[config.mk]
export PLATFORM = sky130hd
export DESIGN_NAME = processador_multiciclo_param
export DESIGN_NICKNAME = d
export VERILOG_FILES = /design/src/rtl/processador_multiciclo_param.sv
export SDC_FILE = /design/constraint.sdc
export NUM_CORES = 1
export LEC_CHECK = 0
export BUFFER_PORTS_ARGS = -buffer_cell sky130_fd_sc_hd__buf_2
export CAP_MARGIN = 10
export CORE_UTILIZATION = 50
export CTS_BUF_LIST = sky130_fd_sc_hd__clkbuf_4 sky130_fd_sc_hd__clkbuf_8 sky130_fd_sc_hd__clkbuf_16
export DETAILED_ROUTE_END_ITERATION = 10
export HOLD_SLACK_MARGIN = 0.15
export PLACE_DENSITY = 0.66
export RECOVER_POWER = 25
export SYNTH_ARGS = -nofsm -noshare
export SYNTH_HDL_FRONTEND = slang
export SYNTH_SLANG_ARGS = --single-unit
[constraint.sdc]
create_clock -name Clock -period 7.7 [get_ports Clock]
set_input_delay 1.54 -clock Clock [delete_from_list [all_inputs] [get_ports Clock]]
set_output_delay 1.54 -clock Clock [all_outputs]
set_load 0.1 [all_outputs]
[src/rtl/processador_multiciclo_param.sv]
// processador_multiciclo_param
// ----------------------------------------------------------------------------
// Parametrised multicycle processor. All datapath traffic goes over a single
// shared bus. Each instruction is sequenced by a 2-bit step counter (T0..T3).
// The datapath holds a register file R0..R(NUM_REGS-1), an accumulator A, a
// result register G and an instruction register IR.
//
// Handshake (valid/ready): Run acts as the "valid" for the instruction word on
// DIN. The core is "ready" only in T0, which is the one step where Run is
// sampled; Run in any other step is ignored. Done is high for exactly one cycle
// per instruction: the step whose closing edge performs the register write.
// With Run held high, the next fetch happens in the cycle right after Done.
//
// Optional feature macro: STATUS_FLAGS_EN. When it is defined, the Flags
// output {Z,N,C} is added and is updated by ALU ops at their T3 write edge.
//
// Ports:
//   Clock     in   1       rising-edge clock
//   Resetn    in   1       asynchronous active-low reset
//   DIN       in   DATA_W  instruction word (T0), mvi immediate (T1)
//   Run       in   1       start request, sampled only in T0
//   Done      out  1       final step of the current instruction
//   BusWires  out  DATA_W  shared bus value
//   Flags     out  3       {Z,N,C} (STATUS_FLAGS_EN only)
// ----------------------------------------------------------------------------
module processador_multiciclo_param #(
    parameter int DATA_W     = 16,
    parameter int REG_ADDR_W = 3
) (
    input  logic              Clock,
    input  logic              Resetn,
    input  logic [DATA_W-1:0] DIN,
    input  logic              Run,
    output logic              Done,
    output logic [DATA_W-1:0] BusWires
`ifdef STATUS_FLAGS_EN
    ,
    output logic [2:0]        Flags
`endif
);

    localparam int IW       = 3 + 2 * REG_ADDR_W;
    localparam int NUM_REGS = 2 ** REG_ADDR_W;

    generate
        if (DATA_W < IW) begin : g_bad_cfg
            $error("DATA_W must be at least 3 + 2*REG_ADDR_W");
        end
    endgenerate

    typedef enum logic [1:0] {T0, T1, T2, T3} tstep_e;
    typedef enum logic [2:0] {
        OP_MV, OP_MVI, OP_ADD, OP_SUB, OP_AND, OP_OR, OP_SLT, OP_NOP
    } op_e;

    tstep_e              tstep_q;
    logic [IW-1:0]       ir_q;
    logic [DATA_W-1:0]   a_q;
    logic [DATA_W-1:0]   g_q;
    logic [DATA_W-1:0]   regs_q [NUM_REGS];

    op_e                   op;
    logic [REG_ADDR_W-1:0] rx;
    logic [REG_ADDR_W-1:0] ry;
    logic                  is_alu;
    logic [DATA_W-1:0]     bus_d;
    logic [DATA_W-1:0]     alu_d;

    assign op     = op_e'(ir_q[IW-1 -: 3]);
    assign rx     = ir_q[2*REG_ADDR_W-1 -: REG_ADDR_W];
    assign ry     = ir_q[REG_ADDR_W-1:0];
    assign is_alu = (op != OP_MV) && (op != OP_MVI) && (op != OP_NOP);

    // Bus source for the current step; undriven steps (T0, nop) read as 0.
    always_comb begin
        bus_d = '0;
        case (tstep_q)
            T1: begin
                case (op)
                    OP_MV:   bus_d = regs_q[ry];
                    OP_MVI:  bus_d = DIN;
                    OP_NOP:  bus_d = '0;
                    default: bus_d = regs_q[rx];
                endcase
            end
            T2:      if (is_alu) bus_d = regs_q[ry];
            T3:      if (is_alu) bus_d = g_q;
            default: bus_d = '0;
        endcase
    end

    assign BusWires = bus_d;
    assign Done     = ((tstep_q == T1) && !is_alu) || ((tstep_q == T3) && is_alu);

    // ALU: A is the left operand, the bus (Ry during T2) the right one.
    always_comb begin
        alu_d = '0;
        case (op)
            OP_ADD:  alu_d = a_q + bus_d;
            OP_SUB:  alu_d = a_q - bus_d;
            OP_AND:  alu_d = a_q & bus_d;
            OP_OR:   alu_d = a_q | bus_d;
            OP_SLT:  alu_d = {{(DATA_W-1){1'b0}}, ($signed(a_q) < $signed(bus_d))};
            default: alu_d = '0;
        endcase
    end

`ifdef STATUS_FLAGS_EN
    logic [2:0] flags_q;
    logic       carry_d;

    // Carry is recovered from G and A in T3 so no wide sum has to be kept:
    // an add overflowed iff the wrapped result is below A; a sub did not
    // borrow iff the result does not exceed A.
    always_comb begin
        carry_d = 1'b0;
        case (op)
            OP_ADD:  carry_d = (g_q < a_q);
            OP_SUB:  carry_d = (g_q <= a_q);
            default: carry_d = 1'b0;
        endcase
    end

    assign Flags = flags_q;
`endif

    always_ff @(posedge Clock or negedge Resetn) begin
        if (!Resetn) begin
            tstep_q <= T0;
            ir_q    <= '0;
            a_q     <= '0;
            g_q     <= '0;
            for (int i = 0; i < NUM_REGS; i++) regs_q[i] <= '0;
`ifdef STATUS_FLAGS_EN
            flags_q <= '0;
`endif
        end else begin
            case (tstep_q)
                T0: begin
                    if (Run) begin
                        ir_q    <= DIN[IW-1:0];
                        tstep_q <= T1;
                    end
                end
                T1: begin
                    if (is_alu) begin
                        a_q     <= bus_d;
                        tstep_q <= T2;
                    end else begin
                        if (op != OP_NOP) regs_q[rx] <= bus_d;
                        tstep_q <= T0;
                    end
                end
                T2: begin
                    g_q     <= alu_d;
                    tstep_q <= T3;
                end
                T3: begin
                    regs_q[rx] <= bus_d;
`ifdef STATUS_FLAGS_EN
                    flags_q <= {(g_q == '0), g_q[DATA_W-1], carry_d};
`endif
                    tstep_q <= T0;
                end
                default: tstep_q <= T0;
            endcase
        end
    end

endmodule

==> results of run 1 <==
==> how the worst min path moves through the flow <==
stage	start	to	slack (ns)	cells after the start
floorplan	regs_q[1]$_DFFE_PN0P_	regs_q[1]$_DFFE_PN0P_	0.46	2
global placement	regs_q[73]$_DFFE_PN0P_	regs_q[73]$_DFFE_PN0P_	0.48	2
detailed placement	regs_q[25]$_DFFE_PN0P_	regs_q[25]$_DFFE_PN0P_	0.49	2
CTS	regs_q[25]$_DFFE_PN0P_	regs_q[25]$_DFFE_PN0P_	0.50	2
global route	regs_q[125]$_DFFE_PN0P_	regs_q[125]$_DFFE_PN0P_	0.52	2
finish	regs_q[25]$_DFFE_PN0P_	regs_q[25]$_DFFE_PN0P_	0.50	2
==> state kept, by name, indices dropped and copies added, names as in the netlist, named ones only <==
signal	count
g_q	16
tstep_q	1
ir_q	9
regs_q	128
a_q	16
==> layout make-up <==
class | count | share of cell area [%]
clock buffer | 18 | 3.749
clock inverter | 13 | 1.314
inverter | 51 | 1.634
multi-input combinational | 798 | 51.29
sequential | 171 | 36.55
tap | 275 | 2.937
timing repair buffer | 51 | 2.531
==> placed cells by master (no fill, tap or decap), types with 8 or more instances in the layout <==
cell	n
nor2_1	86
ha_1	51
mux2_2	50
nand2b_1	10
o21ai_1	10
xnor2_1	13
mux4_2	44
inv_1	45
buf_4	15
o211ai_1	10
nand2_1	117
dfrtp_1	169
clkbuf_16	17
nor2b_1	9
a21o_1	16
a211oi_1	10
nor3_1	8
mux2i_1	23
o221ai_1	11
o21ai_0	106
nand3_1	10
buf_2	33
o22ai_1	16
a21oi_1	69
a22oi_1	15
==> Yosys cell counts (all sizes together), types with 11 or more instances <==
cell type,count,area share (%)
mux2i,23,2.1
a221oi,11,1.2
o221ai,11,0.89
mux2,54,5.6
clkbuf,34,1.2
inv,45,1.6
a22oi,15,1.0
nor2,92,3.3
nand2,117,4.0
dfrtp,171,39
ha,51,5.9
mux4,44,9.1
xnor2,13,1.0
a21o,17,1.2
o21ai,120,5.7
o22ai,16,0.92
buf,39,2.3
a21oi,72,3.4
==> routing by layer <==
metal / vias to the layer above / part of all wire [%] / global-route usage, %
li1: 3969 / - / -
met1: 4348 / 44 / 39.98
met2: 355 / 47 / 45.67
met3: 60 / 6.7 / 5.474
met4: 0 / 2.8 / 10.66
met5: - / 0 / 0
==> worst min-delay path: stages, from the launching register on <==
cell     delay (ns)
dfrtp_1        0.35
nand2_1        0.05
o21ai_0        0.06
==> metrics by stage <==
stage | util, % | cells | hold WS (ns) | worst slack, ns | area, µm²
global placement | 52.60 | 1346 | 0.4773 | 2.690 | 11130
global route | 55.38 | 1377 | 0.5245 | 2.168 | 11720
detailed placement | 52.60 | 1346 | 0.4906 | 2.530 | 11130
floorplan | - | 1093 | 0.4608 | 2.531 | 10860
CTS | 55.40 | 1377 | 0.5048 | 2.443 | 11720
finish | 55.38 | 1377 | 0.5027 | 2.427 | 11720
==> kinds of logic after synthesis <==
family | count (synthesis) | share of synthesized area (%)
buffers and inverters | 124 | 5.233
XOR/XNOR | 14 | 1.130
AO/OA/AOI/OAI | 330 | 19.61
adder cells (fa/ha/maj) | 53 | 6.247
AND/OR/NAND/NOR | 280 | 11.51
flip-flops | 171 | 39.42
multiplexers | 121 | 16.85
==> summary.md, run 1 <==
| Metric | Value |
|---|---|
| Worst r2r src | `ir_q[6]$_DFFE_PN0P_` |
| Crit-path cells | `buf_4 -> nand2_1 -> a21o_4 -> nand2_1 -> nor2_1 -> a221o_1 -> a21oi_2 -> inv_1 -> buf_2` |
| Vias after detailed routing | `~8700` |
| Skew final | `approximately 0.016 ns` |
| Count of final hold-check violations | `0` |
| Total grt overflow | `0` |
| Flip-flop and latch count after synthesis | `approximately 170` |
| CP Launch Type | `register` |
| HPWL reported at the end of detailed placement | `about 21 mm` |
| Total iterations of the first detailed-routing run | `5` |
| Total track usage | `between 20 and 30%` |
| Placeable core region | `21150 µm²` |
| Setup slack of the most critical reg-to-reg path | `about 2.5 ns` |
| Max frequency | `0.1896 GHz` |
| Setup repair after global routing missed its margin | `false` |
| Cell with the biggest individual delay on the critical path | `nand2_1` |
| Max-slew headroom | `20.53%` |
| Count of unique library cells instantiated by Yosys | `between 70 and 80` |
| Post-Syn Area per Cell | `between 9 and 10 µm²` |
| Final sum of negative setup slack | `0 ns` |
| Clock buffer count from CTS | `17` |
| Area used by sequential logic in the layout | `roughly 4300 µm²` |
| YS warnings | `0` |
| Setup violators final | `0` |
| Post-cts hold buffer count | `0` |
| Clock input transition at the sequential cells of the worst setup and hold paths | `0.07 ns` |
| Arrival time worst endpoint | `3.73 ns` |
| Post-route DRC violation count | `0` |
| Count of input and output buffers | `35` |
| Die area | `between 20000 and 25000 µm²` |
| Gate count after technology mapping | `around 1100` |
| Global-route wire length before repair | `just under 50 mm` |
| Clock insertion delay at the later pin of the skew report | `0.43 ns` |
| Worst reg2reg path depth | `16` |
| Maximum number of pins on one net before global-route repair | `roughly 100` |
| Clock tree from TritonCTS | `built` |
| Vias per cell | `6.341` |
| Crit-path most repeated cell | `nand2_1` |
| Post-route minimum period | `about 5.3 ns` |
| Mapped Nets | `between 1000 and 1500` |
| Total standard cell area after synthesis | `roughly 11000 µm²` |
| Number of buffers on the longest clock path | `2` |
| Run status | `completed` |
| I/O pin total | `36` |
| Worst path buffer plus inverter count | `3` |
| Antenna cell count | `0` |
| CP Max Fanout | `53` |
| Post-CTS Resized | `0` |
| Cell family with the largest share of critical-path delay | `compound AO/OA/AOI/OAI gates` |
| Post-CTS Setup Bufs | `0` |
| Area growth syn-to-layout | `7.919%` |
| Starting density of the core | `about half` |
| Top FF cell, synth | `dfrtp_1` |
| Pin slew with the least headroom to its limit | `about 1.2 ns` |
| Die outline height | `between 100 and 150 µm` |
| Die extent in x | `about 150 µm` |
| Count of flip-flops with a built-in enable after synthesis | `0` |
| Setup Crit Path Kind | `register to output pin` |
| Via count of the first global-routing pass | `8457` |
| Worst setup path end | `BusWires[11]` |
| Placement Rows | `53` |
| Data required time of the worst path | `between 6 and 7 ns` |
| Initial antenna violation count | `0` |
| Num Clock Sinks | `between 150 and 200` |
| Critical R2R Capture | `g_q[14]$_DFFE_PN0P_` |
| Layout cell share with drive strength beyond 1 | `a little under a fifth` |
| Maximum level of the CTS H-tree | `4` |
| Sequential cell area fraction in the yosys report | `39.42%` |
| Post-Route WL | `around 31 mm` |
| Filler Cell Count | `1883` |
| Area used by multi-input combinational logic | `between 6000 and 7000 µm²` |
| Period utilization | `about two thirds` |
| Antenna Violating Nets Remaining | `0` |
| Number of max-capacitance violations reported | `0` |
| Crit. path cell count | `9` |
| Nets | `between 1000 and 1500` |
| Critical Path Max Stage Delay | `0.66 ns` |
| Hold Path Class | `register to register` |
| Routed wirelength normalized by instance count | `22.22 µm` |
| Sort of element at the end of the critical path | `output pin` |
| Iter 0 DRT Violations | `771` |
| Max-slew violations | `0` |
| Clock tree root buffer cell | `clkbuf_16` |
| Worst setup startpoint | `ir_q[6]$_DFFE_PN0P_` |
| Share of flip-flops with an asynchronous set or reset after synthesis | `100.0%` |
| Final weighted congestion of routability-driven global placement | `approximately 0.91` |
Power of run 1 is not shown: default switching activity piles up to over one toggle a cycle in this logic, so the estimate is an artifact.
==> inputs of run 2 (changes only) <==
--- a/config.mk
+++ b/config.mk
@@ -5,13 +5,14 @@
 export SDC_FILE = /design/constraint.sdc
 export NUM_CORES = 1
 export LEC_CHECK = 0
+export ABC_AREA = 1
 export BUFFER_PORTS_ARGS = -buffer_cell sky130_fd_sc_hd__buf_2
 export CAP_MARGIN = 10
 export CORE_UTILIZATION = 50
 export CTS_BUF_LIST = sky130_fd_sc_hd__clkbuf_4 sky130_fd_sc_hd__clkbuf_8 sky130_fd_sc_hd__clkbuf_16
 export DETAILED_ROUTE_END_ITERATION = 10
 export HOLD_SLACK_MARGIN = 0.15
-export PLACE_DENSITY = 0.66
+export PLACE_DENSITY = 0.69
 export RECOVER_POWER = 25
 export SYNTH_ARGS = -nofsm -noshare
 export SYNTH_HDL_FRONTEND = slang
==> constraint.sdc (replaced) <==
create_clock -name Clock -period 4.6 [get_ports Clock]
set_input_delay 0.92 -clock Clock [delete_from_list [all_inputs] [get_ports Clock]]
set_output_delay 0.92 -clock Clock [all_outputs]
set_load 0.1 [all_outputs]
==> summary.md, run 2 <==
| Metric | Value |
|---|---|
| Post-Syn Area per Cell | `6.747 µm² (-32%)` |
| CP Launch Type | `register` |
| Total grt overflow | `0 (unchanged)` |
| Mapped Nets | `1755 (+51%)` |
| Hold Path Class | `register to register` |
| YS warnings | `0 (unchanged)` |
| Setup repair after global routing missed its margin | `false` |
| Nets | `1765 (+52%)` |
| I/O pin total | `36 (unchanged)` |
| Max frequency | `about 0.24 GHz` |
| Run status | `finished with violations` |
| Via count of the first global-routing pass | `11303 (+34%)` |
| Antenna cell count | `0 (unchanged)` |
| Die area | `23320 µm² (+4.6%)` |
| Total track usage | `35.69% (+6.6 points)` |
| Global-route wire length before repair | `64.07 mm (+32%)` |
| Count of unique library cells instantiated by Yosys | `34 (-55%)` |
| Maximum level of the CTS H-tree | `4 (unchanged)` |
| Setup violators final | `0 (unchanged)` |
| Placement Rows | `54 (+1.9%)` |
| Violations in the final reports | `design-rule violations, max-capacitance violations, max-slew violations` |
| Max-slew violations | `97 (+97)` |
| Skew final | `0.01239 ns (-0.003276 ns)` |
| Count of flip-flops with a built-in enable after synthesis | `0 (unchanged)` |
| Iter 0 DRT Violations | `1386 (+80%)` |
| Total standard cell area after synthesis | `11360 µm² (+4.6%)` |
| Share of the synthesized area in the top cell type | `37.68% (-1.7 points)` |
| Pin slew with the least headroom to its limit | `2.624 ns (+1.435 ns)` |
| Clock insertion delay at the later pin of the skew report | `0.44 ns (about the same)` |
| Cell type with the largest total area after synthesis | `dfrtp_1` |
| Post-route DRC violation count | `1 (+1)` |
| Vias per cell | `5.876 (-7.3%)` |
| CP Max Fanout | `26 (-51%)` |
| Die extent in x | `152.7 µm (+2.2%)` |
| Number of max-capacitance violations reported | `1 (+1)` |
| Routed wirelength normalized by instance count | `20.34 µm (-8.5%)` |
| Post-cts hold buffer count | `0 (unchanged)` |
| Number of buffers on the longest clock path | `2 (unchanged)` |
| Post-route minimum period | `about 4 ns` |
| Gate count after technology mapping | `1683 (+54%)` |
| Data required time of the worst path | `3.68 ns (-2.48 ns)` |
| Layout cell share with drive strength beyond 1 | `8.910% (-9.9 points)` |
| Clock buffer count from CTS | `17 (unchanged)` |
| Count of final hold-check violations | `0 (unchanged)` |
| Cell types occupying the most area after synthesis | `dfrtp_1, nand2_1, nor2_1` |
| Most used standard cells in the synthesized netlist | `nand2_1, nor2_1, dfrtp_1` |
| Register bank with the most flops | `regs_q` |
| Hold-critical path depth | `2 (unchanged)` |
| Flip-flop and latch count after synthesis | `171 (unchanged)` |
| Count of input and output buffers | `35 (unchanged)` |
| Leading cell types in the layout, fill and taps excluded | `nand2_1, nor2_1, dfrtp_1, inv_1, o21ai_0` |
| Initial antenna violation count | `0 (unchanged)` |
| Post-CTS Setup Bufs | `0 (unchanged)` |
| Antenna Violating Nets Remaining | `0 (unchanged)` |
| Commonest non-fill, non-tap cell in the layout | `nand2_1` |
| Max reg flops | `128 (unchanged)` |
| Placeable core region | `22030 µm² (+4.1%)` |
| Maximum number of pins on one net before global-route repair | `98 (-3.9%)` |
| Share of flip-flops with an asynchronous set or reset after synthesis | `100.0% (unchanged)` |
| Sort of element at the end of the critical path | `output pin` |
| Clock tree root buffer cell | `clkbuf_16` |
| Setup Crit Path Kind | `register to output pin` |
| Max-slew headroom | `-74.96% (-95 points)` |
| Arrival time worst endpoint | `3.20 ns (-0.53 ns)` |
| Top FF cell, synth | `dfrtp_1` |
| Final weighted congestion of routability-driven global placement | `1.006 (+11%)` |
| Largest registers | `regs_q (128), a_q (16), g_q (16)` |
| Vias after detailed routing | `11670 (+34%)` |
| Total iterations of the first detailed-routing run | `11 (+6)` |
| Worst r2r src | `tstep_q[0]$_DFFE_PN0P_` |
| Sequential cell area fraction in the yosys report | `37.68% (-1.7 points)` |
| Top-count cell post-synth | `nand2_1` |
| Post-CTS Resized | `0 (unchanged)` |
| Worst reg2reg path depth | `20 (+4)` |
| Num Clock Sinks | `171 (unchanged)` |
| Worst setup startpoint | `tstep_q[0]$_DFFE_PN0P_` |
| Worst hold path startpoint | `g_q[14]$_DFFE_PN0P_` |
| Clock input transition at the sequential cells of the worst setup and hold paths | `0.07 ns (about the same)` |
| Starting density of the core | `51.56% (+0.24 points)` |
| Area growth syn-to-layout | `10.62%` |
| HPWL reported at the end of detailed placement | `28.23 mm (+34%)` |
| Die outline height | `152.7 µm (+2.2%)` |
| Clock tree from TritonCTS | `built` |
| Final sum of negative setup slack | `0 ns (unchanged)` |
| Period utilization | `about nine tenths` |
| Post-Route WL | `40.40 mm (+32%)` |
-- run 2: path summary, 6_finish.rpt --
check / end / slack [ns]
min in group asynchronous: regs_q[47]$_DFFE_PN0P_ / 1.29
min reg2reg: g_q[14]$_DFFE_PN0P_ / 0.49
max reg2reg: g_q[6]$_DFFE_PN0P_ / 0.60
max: BusWires[4] / 0.48
max in group asynchronous: regs_q[105]$_DFFE_PN0P_ / 1.77
min: g_q[14]$_DFFE_PN0P_ / 0.49
-- run 2: logic make-up (layout without fill, tap and decap cells) --
group | after synthesis | after routing | share of synthesized area, %
AO/OA/AOI/OAI | 299 | 299 | 14.82
flip-flops | 171 | 171 | 37.68
AND/OR/NAND/NOR | 902 | 902 | 32.57
adder cells (fa/ha/maj) | 53 | 53 | 5.972
buffers and inverters | 258 | 281 | 8.958
-- run 2: area by class of cell --
class                      instances  area (µm²)
clock buffer                      18       432.9
clock inverter                    14       203.9
fill                            2199        9464
inverter                         186       698.2
multi-input combinational       1254        6067
sequential                       171        4280
tap                              280       350.3
timing repair buffer              63       529.3
-- run 2: metrics by stage --
stage / instances / hold WS [ns] / util, % / setup WS (ns) / instance area, µm²
after floorplan: 1683 / 0.4488 / - / 0.7786 / 11360
after global placement: 1954 / 0.4618 / 54.18 / 0.7087 / 11930
after detailed placement: 1954 / 0.4729 / 54.18 / 0.7371 / 11930
after CTS: 1986 / 0.4904 / 57.07 / 0.5534 / 12570
after global routing: 1986 / 0.5201 / 57.03 / 0.3838 / 12560
final: 1986 / 0.4903 / 57.03 / 0.4814 / 12560
-- run 2: worst max-delay path: stages, from the launching register on --
cell and delay (ns):
dfrtp_1 0.47, nor2_4 0.13, buf_4 0.31, inv_2 0.21, nor2_4 0.29, inv_2 0.06
nand2_2 0.25, inv_2 0.08, o211ai_4 0.43, buf_2 0.52
-- run 2: metal layers --
| layer | vias to the layer above | GRT usage (%) | share of wire (%) |
|---|---|---|---|
| met5 | - | 0 | 0 |
| met4 | 0 | 15.39 | 3.5 |
| met3 | 111 | 6.883 | 10 |
| met2 | 701 | 57.93 | 46 |
| met1 | 5451 | 46.51 | 40 |
| li1 | 5407 | - | - |
Power of run 2 is left out for the same reason.
==> inputs of run 3 (changes only) <==
--- a/config.mk
+++ b/config.mk
@@ -8,11 +8,11 @@
 export ABC_AREA = 1
 export BUFFER_PORTS_ARGS = -buffer_cell sky130_fd_sc_hd__buf_2
 export CAP_MARGIN = 10
-export CORE_UTILIZATION = 50
+export CORE_UTILIZATION = 57
 export CTS_BUF_LIST = sky130_fd_sc_hd__clkbuf_4 sky130_fd_sc_hd__clkbuf_8 sky130_fd_sc_hd__clkbuf_16
 export DETAILED_ROUTE_END_ITERATION = 10
 export HOLD_SLACK_MARGIN = 0.15
-export PLACE_DENSITY = 0.69
+export PLACE_DENSITY = 0.77
 export RECOVER_POWER = 25
 export SYNTH_ARGS = -nofsm -noshare
 export SYNTH_HDL_FRONTEND = slang
==> summary.md, run 3 (same netlist as run 2, synthesis figures left out) <==
| Metric | Value |
|---|---|
| Clock buffer count from CTS | `17 (unchanged)` |
| Post-Route WL | `40.96 mm (+1.4%)` |
| Worst path buffer plus inverter count | `4 (-1)` |
| Period utilization | `90.97% (+1.4 points)` |
| Vias after detailed routing | `11908 (+2.0%)` |
| Num Clock Sinks | `171 (unchanged)` |
| Crit-path most repeated cell | `nand2_1` |
| Count of input and output buffers | `35 (unchanged)` |
| Largest registers | `regs_q (128), a_q (16), g_q (16)` |
| Cell family with the largest share of critical-path delay | `simple AND/OR/NAND/NOR gates` |
| Layout cell share with drive strength beyond 1 | `9.011% (+0.10 points)` |
| Max frequency | `0.2390 GHz (-1.6%)` |
| Vias per cell | `6.032 (+2.7%)` |
| Count of final hold-check violations | `0 (unchanged)` |
| Pin slew with the least headroom to its limit | `2.795 ns (+0.1705 ns)` |
| Setup violators final | `0 (unchanged)` |
| Die area | `20490 µm² (-12%)` |
| Max-slew violations | `104 (+7.2%)` |
| Skew final | `0.01398 ns (+0.001582 ns)` |
| Antenna cell count | `0 (unchanged)` |
| Arrival time worst endpoint | `4.51 ns (+1.31 ns)` |
| Setup repair after global routing missed its margin | `false` |
| Number of buffers on the longest clock path | `2 (unchanged)` |
| Post-cts hold buffer count | `0 (unchanged)` |
| Post-route DRC violation count | `0 (-1)` |
| HPWL reported at the end of detailed placement | `28.09 mm (-0.50%)` |
| Final weighted congestion of routability-driven global placement | `1.012 (+0.60%)` |
| Placement Rows | `51 (-5.6%)` |
| Hold Path Class | `register to register` |
| Post-CTS Resized | `0 (unchanged)` |
| Number of max-capacitance violations reported | `1 (unchanged)` |
| Routed wirelength normalized by instance count | `20.75 µm (+2.0%)` |
| Total grt overflow | `0 (unchanged)` |
| Clock insertion delay at the later pin of the skew report | `0.44 ns (about the same)` |
| Clock input transition at the sequential cells of the worst setup and hold paths | `0.08 ns (about the same)` |
| Inst Count DP | `1942 (-0.61%)` |
| Clock tree root buffer cell | `clkbuf_16` |
| Critical Path Max Stage Delay | `0.49 ns (-0.03 ns)` |
| Maximum level of the CTS H-tree | `4 (unchanged)` |
| Final non-filler cell total | `1974 (-0.60%)` |
| Global-route wire length before repair | `63.06 mm (-1.6%)` |
| Placeable core region | `19530 µm² (-11%)` |
| Violations in the final reports | `max-capacitance violations, max-slew violations` |
| Register bank with the most flops | `regs_q` |
| Setup Crit Path Kind | `register to register` |
| Die outline height | `143.1 µm (-6.3%)` |
| Starting density of the core | `58.16% (+6.6 points)` |
| Area growth syn-to-layout | `9.289%` |
| Via count of the first global-routing pass | `11117 (-1.6%)` |
| Nets | `1768 (+0.17%)` |
| Run status | `finished with violations` |
| Maximum number of pins on one net before global-route repair | `105 (+7.1%)` |
| Crit-path cells | `inv_2 -> nand2_2 -> nand2_2 -> nor2_2 -> buf_4 -> nand4_1 -> nor3_1 -> nor2_1 -> nand2_2 -> inv_1 -> ha_1 -> nor2_1 -> inv_1 -> nor3_1 -> nand3_1 -> nand2_1 -> nand2_1 -> nand3_1 -> nand2_1 -> nand2_1 -> nand2_1` |
| Iter 0 DRT Violations | `1718 (+24%)` |
| Sort of element at the end of the critical path | `register` |
| Clock tree from TritonCTS | `built` |
| Final sum of negative setup slack | `0 ns (unchanged)` |
| Post-CTS Setup Bufs | `0 (unchanged)` |
| Antenna Violating Nets Remaining | `0 (unchanged)` |
| I/O pin total | `36 (unchanged)` |
| Max reg flops | `128 (unchanged)` |
| Commonest non-fill, non-tap cell in the layout | `nand2_1` |
| Data required time of the worst path | `4.93 ns (+1.25 ns)` |
| Total iterations of the first detailed-routing run | `6 (-5)` |
| Die extent in x | `143.1 µm (-6.3%)` |
| Post-route minimum period | `4.185 ns (+0.06608 ns)` |
| Initial antenna violation count | `1 (+1)` |
| CP Max Fanout | `11 (-58%)` |
| Total track usage | `41.76% (+6.1 points)` |
| Cell with the biggest individual delay on the critical path | `dfrtp_1` |
| CP Launch Type | `register` |
| Max-slew headroom | `-86.33% (-11 points)` |
| Leading cell types in the layout, fill and taps excluded | `nand2_1, nor2_1, dfrtp_1, inv_1, o21ai_0` |
## run 3: layout make-up
| class | instances | area (µm²) |
|---|---|---|
| Clock inverter | 14 | 167.7 |
| Fill cell | 1844 | 7116 |
| Tap cell | 265 | 331.6 |
| Inverter | 186 | 698.2 |
| Clock buffer | 18 | 439.2 |
| Timing Repair Buffer | 66 | 431.7 |
| Sequential cell | 171 | 4280 |
| Multi-Input combinational cell | 1254 | 6062 |
## run 3: stage by stage
step                      setup slack, ns  area [µm²]  hold WS [ns]  util [%]
after CTS                          0.5577       12420        0.4881     63.60
after global routing               0.1607       12410        0.4954     63.56
after floorplan                    0.7786       11360        0.4488         -
after global placement             0.4716       11810        0.4665     60.49
final                              0.4154       12410        0.4879     63.56
after detailed placement           0.5675       11810        0.4654     60.49
## run 3: routing by layer
metal	up-vias	part of all wire, %	global-route usage, %
li1	5432	-	-
met1	5489	38	52.50
met2	825	45	65.62
met3	160	11	9.960
met4	2	5.6	24.28
met5	-	0.027	0
## run 3: worst paths after layout
path                                           to  depth (start not counted)           startpoint  slack, ns
max                            g_q[0]$_DFFE_PN0P_                         21  ir_q[8]$_DFFE_PN0P_       0.42
min                           g_q[10]$_DFFE_PN0P_                          2  g_q[10]$_DFFE_PN0P_       0.49
max reg2reg                    g_q[0]$_DFFE_PN0P_                         21  ir_q[8]$_DFFE_PN0P_       0.42
min reg2reg                   g_q[10]$_DFFE_PN0P_                          2  g_q[10]$_DFFE_PN0P_       0.49
max in group asynchronous     ir_q[0]$_DFFE_PN0P_                          1               Resetn       1.42
min in group asynchronous  regs_q[92]$_DFFE_PN0P_                          1               Resetn       1.34
## run 3: worst min-delay path: cells and delay by family, from the launching register on
kind / cells / cell delay, ns
flops: 1 / 0.35
simple gates: 2 / 0.10
Power of run 3 is left out for the same reason.
